<file path="config.mk">
export PLATFORM = sky130hd
export DESIGN_NAME = descriptor_memory_arbiter
export DESIGN_NICKNAME = d
export VERILOG_FILES = /design/src/rtl/descriptor_memory_arbiter.sv
export SDC_FILE = /design/constraint.sdc
export NUM_CORES = 1
export LEC_CHECK = 0
export ABC_AREA = 0
export BUFFER_PORTS_ARGS = -buffer_cell sky130_fd_sc_hd__buf_2
export CORE_AREA = 3 3 97 99
export CTS_CLUSTER_SIZE = 40
export DETAILED_ROUTE_END_ITERATION = 6
export DIE_AREA = 0 0 100 102
export GPL_ROUTABILITY_DRIVEN = 0
export SETUP_SLACK_MARGIN = 0.2
export SLEW_MARGIN = 20
export SYNTH_ARGS = -nofsm -noshare
export SYNTH_HDL_FRONTEND = slang
export SYNTH_SLANG_ARGS = --single-unit
</file>
<file path="constraint.sdc">
create_clock -name clk -period 2 [get_ports clk]
set_clock_uncertainty 0.05 [all_clocks]
set_input_delay 0.4 -clock clk [delete_from_list [all_inputs] [get_ports clk]]
set_output_delay 0.4 -clock clk [all_outputs]
set_load 0.1 [all_outputs]
</file>
<file path="src/rtl/descriptor_memory_arbiter.sv">
// Two-master arbiter for a single-port descriptor RAM: round-robin between host CPU (m0)
// and DMA engine (m1), with a bounded m1 lock for read-modify-write sequences.
module descriptor_memory_arbiter #(
    parameter int unsigned ADDR_W   = 11,
    parameter int unsigned DATA_W   = 32,
    parameter int unsigned LOCK_MAX = 16
) (
    input  logic                clk,
    input  logic                reset_n,
    input  logic [ADDR_W-1:0]   m0_address,
    input  logic [DATA_W/8-1:0] m0_byteenable,
    input  logic                m0_read,
    input  logic                m0_write,
    input  logic [DATA_W-1:0]   m0_writedata,
    output logic                m0_waitrequest,
    output logic [DATA_W-1:0]   m0_readdata,
    output logic                m0_readdatavalid,
    input  logic [ADDR_W-1:0]   m1_address,
    input  logic [DATA_W/8-1:0] m1_byteenable,
    input  logic                m1_read,
    input  logic                m1_write,
    input  logic [DATA_W-1:0]   m1_writedata,
    input  logic                m1_lock,
    output logic                m1_waitrequest,
    output logic [DATA_W-1:0]   m1_readdata,
    output logic                m1_readdatavalid,
    output logic [ADDR_W-1:0]   mem_address,
    output logic [DATA_W/8-1:0] mem_byteenable,
    output logic                mem_chipselect,
    output logic                mem_write,
    output logic [DATA_W-1:0]   mem_writedata,
    output logic                mem_clken,
    input  logic [DATA_W-1:0]   mem_readdata
);
    localparam int unsigned BE_W  = DATA_W / 8;
    localparam int unsigned CNT_W = $clog2(LOCK_MAX + 1);

    typedef enum logic {ARB, LOCKED} state_t;

    state_t           state, state_nxt;
    logic             last_grant, last_grant_nxt;   // 1 = m1 was granted last
    logic [CNT_W-1:0] lock_cnt, lock_cnt_nxt;
    logic [1:0]       rd_pending, rd_pending_nxt;   // bit 0 = m0, bit 1 = m1

    logic req0, req1, rr0, rr1, grant0, grant1, lock_full;

    assign req0      = m0_read | m0_write;
    assign req1      = m1_read | m1_write;
    assign lock_full = (lock_cnt == CNT_W'(LOCK_MAX));

    // Round-robin pick: on a tie the port not granted last wins
    assign rr0 = req0 & (~req1 | last_grant);
    assign rr1 = req1 & (~req0 | ~last_grant);

    always_ff @(posedge clk or negedge reset_n) begin
        if (!reset_n) begin
            state      <= ARB;
            last_grant <= 1'b1;
            lock_cnt   <= '0;
            rd_pending <= '0;
        end else begin
            state      <= state_nxt;
            last_grant <= last_grant_nxt;
            lock_cnt   <= lock_cnt_nxt;
            rd_pending <= rd_pending_nxt;
        end
    end

    always_comb begin
        state_nxt    = state;
        lock_cnt_nxt = lock_cnt;
        grant0       = 1'b0;
        grant1       = 1'b0;
        case (state)
            ARB: begin
                grant0       = rr0;
                grant1       = rr1;
                lock_cnt_nxt = '0;
                if (rr1 && m1_lock) begin
                    state_nxt    = LOCKED;
                    lock_cnt_nxt = CNT_W'(1);
                end
            end
            LOCKED: begin
                if (!m1_lock) begin
                    grant0       = rr0;
                    grant1       = rr1;
                    state_nxt    = ARB;
                    lock_cnt_nxt = '0;
                end else if (lock_full && req0) begin
                    // Forced release so the CPU is never starved past LOCK_MAX
                    grant0       = 1'b1;
                    state_nxt    = ARB;
                    lock_cnt_nxt = '0;
                end else begin
                    grant1 = req1;
                    if (!lock_full) begin
                        lock_cnt_nxt = lock_cnt + CNT_W'(1);
                    end
                end
            end
            default: state_nxt = ARB;
        endcase
        if (!reset_n) begin
            grant0 = 1'b0;
            grant1 = 1'b0;
        end
        last_grant_nxt = grant1 ? 1'b1 : (grant0 ? 1'b0 : last_grant);
        rd_pending_nxt = {grant1 & m1_read & ~m1_write, grant0 & m0_read & ~m0_write};
    end

    assign m0_waitrequest = req0 & ~grant0;
    assign m1_waitrequest = req1 & ~grant1;

    // Memory-side mux, zeroed when idle
    always_comb begin
        mem_address    = '0;
        mem_byteenable = '0;
        mem_writedata  = '0;
        mem_write      = 1'b0;
        if (grant0) begin
            mem_address    = m0_address;
            mem_byteenable = m0_byteenable;
            mem_writedata  = m0_writedata;
            mem_write      = m0_write;
        end else if (grant1) begin
            mem_address    = m1_address;
            mem_byteenable = m1_byteenable;
            mem_writedata  = m1_writedata;
            mem_write      = m1_write;
        end
    end

    assign mem_chipselect = grant0 | grant1;
    assign mem_clken      = reset_n;

    assign m0_readdatavalid = rd_pending[0];
    assign m1_readdatavalid = rd_pending[1];
    assign m0_readdata      = rd_pending[0] ? mem_readdata : '0;
    assign m1_readdata      = rd_pending[1] ? mem_readdata : '0;

    logic unused_be_w;
    assign unused_be_w = (BE_W == 0);

endmodule

</file>
; Word-level counts from Yosys, hierarchy flattened
; Index checks and enable logic that the tools add are counted.
[word_totals]
regBits = 9
inputBits = 133
[op_classes]
addsub = 1
eq_ne = 2
mux = 29
bitwise = 21
reduce_logical = 3
[op_table]
columns = operator, n
row1 = $mux W32, 4
row2 = $mux W11, 2
row3 = $mux W5, 3
row4 = $mux W1, 14
row5 = $pmux W5 S2, 1
row6 = $and A1 B1 Y1, 8
row7 = $mux W4, 2
row8 = $not A1 Y1, 8
row9 = $pmux W1 S2, 3
row10 = $add A5 B1 Y5 const B, 1
row11 = $eq A5 B5 Y1 const B, 1
row12 = $or A1 B1 Y1, 5
row13 = $ne A4 B3 Y1 const B, 1
row14 = $logic_and A1 B1 Y1, 2
row15 = $reduce_bool A2 Y1, 1

; Logic depth before layout (Yosys ltp)
[logic_depth]
ltp_word = 9
ltp_mapped = 6
depth_no_buf = 5

; Least setup slack after synthesis
; OpenSTA, ideal clock, no wires.
[synth_timing]
path_kind = flip-flop to output port
from = register lock_cnt[0]
to = output port mem_writedata[15]
arrival_ps = 3514
setup_slack_ps = -1964
path_stages_with_launch = 7
path_cell_list = dfrtp_1 > inv_1 > ha_1 > and4bb_4 > o21ai_4 > buf_6 > o32ai_1
[synth_via]
elab_chain_len = 8
elab_cells_between_ends = 12
cone_classes = eq/ne: 1 / mux: 10 / reduce/logical: 1
[synth_rtl]
columns = item, line_no
row1 = start: declaration, 42  ; logic [CNT_W-1:0] lock_cnt, lock_cnt_nxt;
row2 = start signal: assignment, 64  ; lock_cnt <= lock_cnt_nxt;
row3 = $eq A5 B5 Y1 *, 49  ; assign lock_full = (lock_cnt == CNT_W'(LOCK_MAX));
row4 = $logic_and A1 B1 Y1 *, 90  ; end else if (lock_full && req0) begin
row5 = $mux W1, 90
row6 = $mux W1, 85  ; if (!m1_lock) begin
row7 = $pmux W1 S2, 74  ; case (state)
row8 = $mux W1, 104  ; if (!reset_n) begin
row9 = $mux W32, 126  ; end else if (grant1) begin
row10 = $mux W32 *, 121  ; if (grant0) begin
row11 = end: declaration, 31  ; output logic [DATA_W-1:0] mem_writedata,
; Mark *: on every way between the ends. The rest lies on a longest branch, timed or not.

; Worst setup path after layout
[layout_timing]
from = register lock_cnt[1]
to = output port mem_writedata[19]
; Same word-level chain as after synthesis.

==> run summary <==
=============================================================================
Outcome                                                          finished with violations
Violations in the final reports                                  negative setup slack
Fraction of layout cells with a size suffix above 1                     76.3%
Post-layout nets                                                          714
Initial DRC count                                                          98
Count of boundary I/O pins                                                251
Number of port buffers                                                    250
Accumulated negative setup slack                                    -22.07 ns
Buffer levels on the longest clock path                                     2
Die X                                                                  100 um
Hold Slack                                                          0.0521 ns
Final hold violation count                                                  0
Site row count                                                             34
Congestion Overflow GR                                                      0
Biggest fanout along the worst timing path                                  6
Clock tree from TritonCTS                                               built
Finished Layout Cells                                                     687
Min Clock Period, post-route                                          2.48 ns
Signal arrival time at the worst endpoint                             2.03 ns
Tcrit/Tclk final                                                         124%
Leakage power                                                      0.00285 uW
Primary FF master, synth                                         sky130_fd_sc_hd__dfrtp_1
Synth cell types                                                           37
Post-synth ARST share                                                    100%
Count leader, synth                                              sky130_fd_sc_hd__and2_1
Layout overhead on the synthesized area                                  195%
Via count of the first global-routing pass                              3,469
Sinks on the clock net                                                      9
Slack of the critical path                                          -0.477 ns
DR WL/cell                                                            17.3 um
Classification of the worst setup path                           register to output port
Top post-synthesis cells by count                                sky130_fd_sc_hd__and2_1, sky130_fd_sc_hd__inv_1, sky130_fd_sc_hd__nand2_1, sky130_fd_sc_hd__o32ai_1, sky130_fd_sc_hd__o32ai_2
Average footprint of a synthesized cell                            7.05 sq um
Routed wire length                                                  11,900 um
Syn Inst Count                                                            290
Die H                                                                  102 um
Post-synthesis instance area                                       2040 sq um
Number of warnings issued by yosys                                          0
Max-Cap Viols                                                               0
Skew-Pair Late Insertion Delay                                        0.24 ns
Number of slew-limit violations in the final report                         0
Area of the core                                                   8640 sq um
Total of fill cells in the finished design                                603
Detailed Routing Iterations Pass 1                                          4
Relative slew slack                                                     67.7%
Initial Util                                                            23.7%
Placed instance area                                               5330 sq um
PD cells                                                          973 nW/um^2
Number of placed instances, taps included                                 667
Number of vias in the routed layout                                     3,268
Count of antenna-violating nets left after detailed routing                 0
# DRC                                                                       0
Unrepaired setup endpoints after global routing                          true
Largest net degree at the start of global routing                          34
Final instance area                                                6020 sq um
Peak clock frequency supported by timing                              404 MHz
Number of enable flip-flop cells after synthesis                            0
Startpoint type of the worst setup path                              register
Placed wire-length estimate after detailed placement                  9030 um
Global Route Usage Sum                                                  21.6%
First-pass GRT wire length                                          17,600 um
Largest vdd supply drop                                              0.752 mV
Endpoints failing setup                                                    51
#FFs+latches synth                                                          9
Area of the die                                                  10,200 sq um
Critical Path Sink Type                                           output port
Biggest area contributors in the synthesized netlist             sky130_fd_sc_hd__and2_1, sky130_fd_sc_hd__o32ai_2, sky130_fd_sc_hd__o32ai_1
Reg2reg setup slack                                                   0.31 ns
Via count normalized by instance count                                   4.76
Net count of the mapped netlist                                           425
R2r startpoint                                                    lock_cnt[1]
Class of the worst hold path                                     input pin to asynchronous set/reset pin
H-tree levels                                                               1
Cell at the root of the clock tree                               sky130_fd_sc_hd__clkbuf_8
Area leader, netlist                                             sky130_fd_sc_hd__and2_1
Worst flop-to-flop path endpoint                                 rd_pending[1]
Slew @ Worst Pin                                                     0.488 ns
Portion of the post-synthesis area used by sequential elements          11.1%
Clock transition at the registers of the reported paths               0.05 ns
Share of Yosys cell area claimed by the top area cell type              19.9%
Antenna violations before repair                                            1
Required @ worst endpoint                                             1.55 ns
Cells on worst reg2reg path                                                 8
Clock buffers created by TritonCTS                                          3
=============================================================================
## cell families (layout without fill, tap and decap cells)
group / Yosys count / count (layout) / synth area share [%]
compound gates: 66 / 66 / 33.7
xor+xnor: 2 / 2 / 0.857
fa+ha+maj: 2 / 2 / 1.22
buf+inv: 79 / 367 / 17.6
flops: 9 / 9 / 11.1
other cells: 0 / 1 / 0
simple gates: 132 / 132 / 35.6
## how the worst max path moves through the flow
stage               cells after the start   startpoint  slack, ns           endpoint
finish                                  8  lock_cnt[1]      -0.48  mem_writedata[19]
global route                           10  lock_cnt[1]      -0.54     mem_address[9]
CTS                                    10  lock_cnt[0]      -0.48     mem_address[9]
detailed placement                      8  lock_cnt[1]      -0.34  mem_writedata[19]
global placement                        7  lock_cnt[1]      -0.30     mem_address[5]
floorplan                               6  lock_cnt[0]      -0.55     mem_address[5]
## worst max-delay path, stage by stage, from the launching register on
cell and delay [ns]:
sky130_fd_sc_hd__dfrtp_1 0.38, sky130_fd_sc_hd__inv_1 0.07, sky130_fd_sc_hd__ha_2 0.17, sky130_fd_sc_hd__and4bb_4 0.26, sky130_fd_sc_hd__o21ai_4 0.09, sky130_fd_sc_hd__buf_6 0.16
sky130_fd_sc_hd__buf_12 0.15, sky130_fd_sc_hd__o32ai_4 0.29, sky130_fd_sc_hd__buf_12 0.21
## state kept, by name, indices dropped and copies added, names as in the netlist
name        count
last_grant      1
lock_cnt        5
rd_pending      2
state           1
## routing by layer
layer  up-vias  share of wire, %  global-route usage [%]
li1       1568                 -                       -
met3        19               9.3                    5.46
met4         0               2.0                    7.67
met2       181                55                    42.4
met1      1500                34                    22.0
met5         -                 0                       0
## report_power, final
part / total, uW / internal, uW / switching [uW]
Combinational: 5390 / 2020 / 3370
Sequential: 245 / 221 / 24.0
Clock: 223 / 140 / 83.6
Total: 5860 / 2380 / 3480
## cell usage in the layout, fill, tap and decap left out, types with 2 or more instances in the layout
cell	count
sky130_fd_sc_hd__nor2_1	5
sky130_fd_sc_hd__and2_2	23
sky130_fd_sc_hd__xor2_1	2
sky130_fd_sc_hd__nand2_1	49
sky130_fd_sc_hd__inv_1	51
sky130_fd_sc_hd__o32ai_4	47
sky130_fd_sc_hd__and2_4	41
sky130_fd_sc_hd__buf_16	4
sky130_fd_sc_hd__dfrtp_1	6
sky130_fd_sc_hd__buf_2	135
sky130_fd_sc_hd__buf_4	92
sky130_fd_sc_hd__nand3_1	3
sky130_fd_sc_hd__buf_12	70
sky130_fd_sc_hd__a21oi_1	2
sky130_fd_sc_hd__o21ai_0	3
sky130_fd_sc_hd__clkbuf_8	3
sky130_fd_sc_hd__buf_6	10
sky130_fd_sc_hd__dfrtp_4	2
sky130_fd_sc_hd__o21a_4	2
## through the flow
step | worst slack [ns] | util, % | total power [uW]
2_1_floorplan | -0.555 | - | 3740
3_3_place_gp | -0.302 | 61.7 | 5140
3_5_place_dp | -0.345 | 61.7 | 5180
4_1_cts | -0.482 | 69.1 | 5850
5_1_grt | -0.542 | 69.7 | 6050
6_report | -0.477 | 69.7 | 5860
## area by class of cell
class,instances,area (sq um),share of cell area (%)
Tap cell,108,135,2.24
Inverter,51,191,3.18
Timing Repair Buffer,312,3010,49.9
Clock buffer,4,45.0,0.748
Antenna cell,1,2.50,0.0416
Multi-Input combinational cell,202,2410,40.0
Sequential cell,9,234,3.89
## timing repair
action,4_1_cts,5_1_grt
gates resized for setup,130,2
setup buffers,6,6
pin swaps,20,1
endpoints found under the setup margin,110,84
hold endpoints to repair,0,0
hold buffers,0,0
gates cloned,3,0
(Power assumes the default switching activity.)
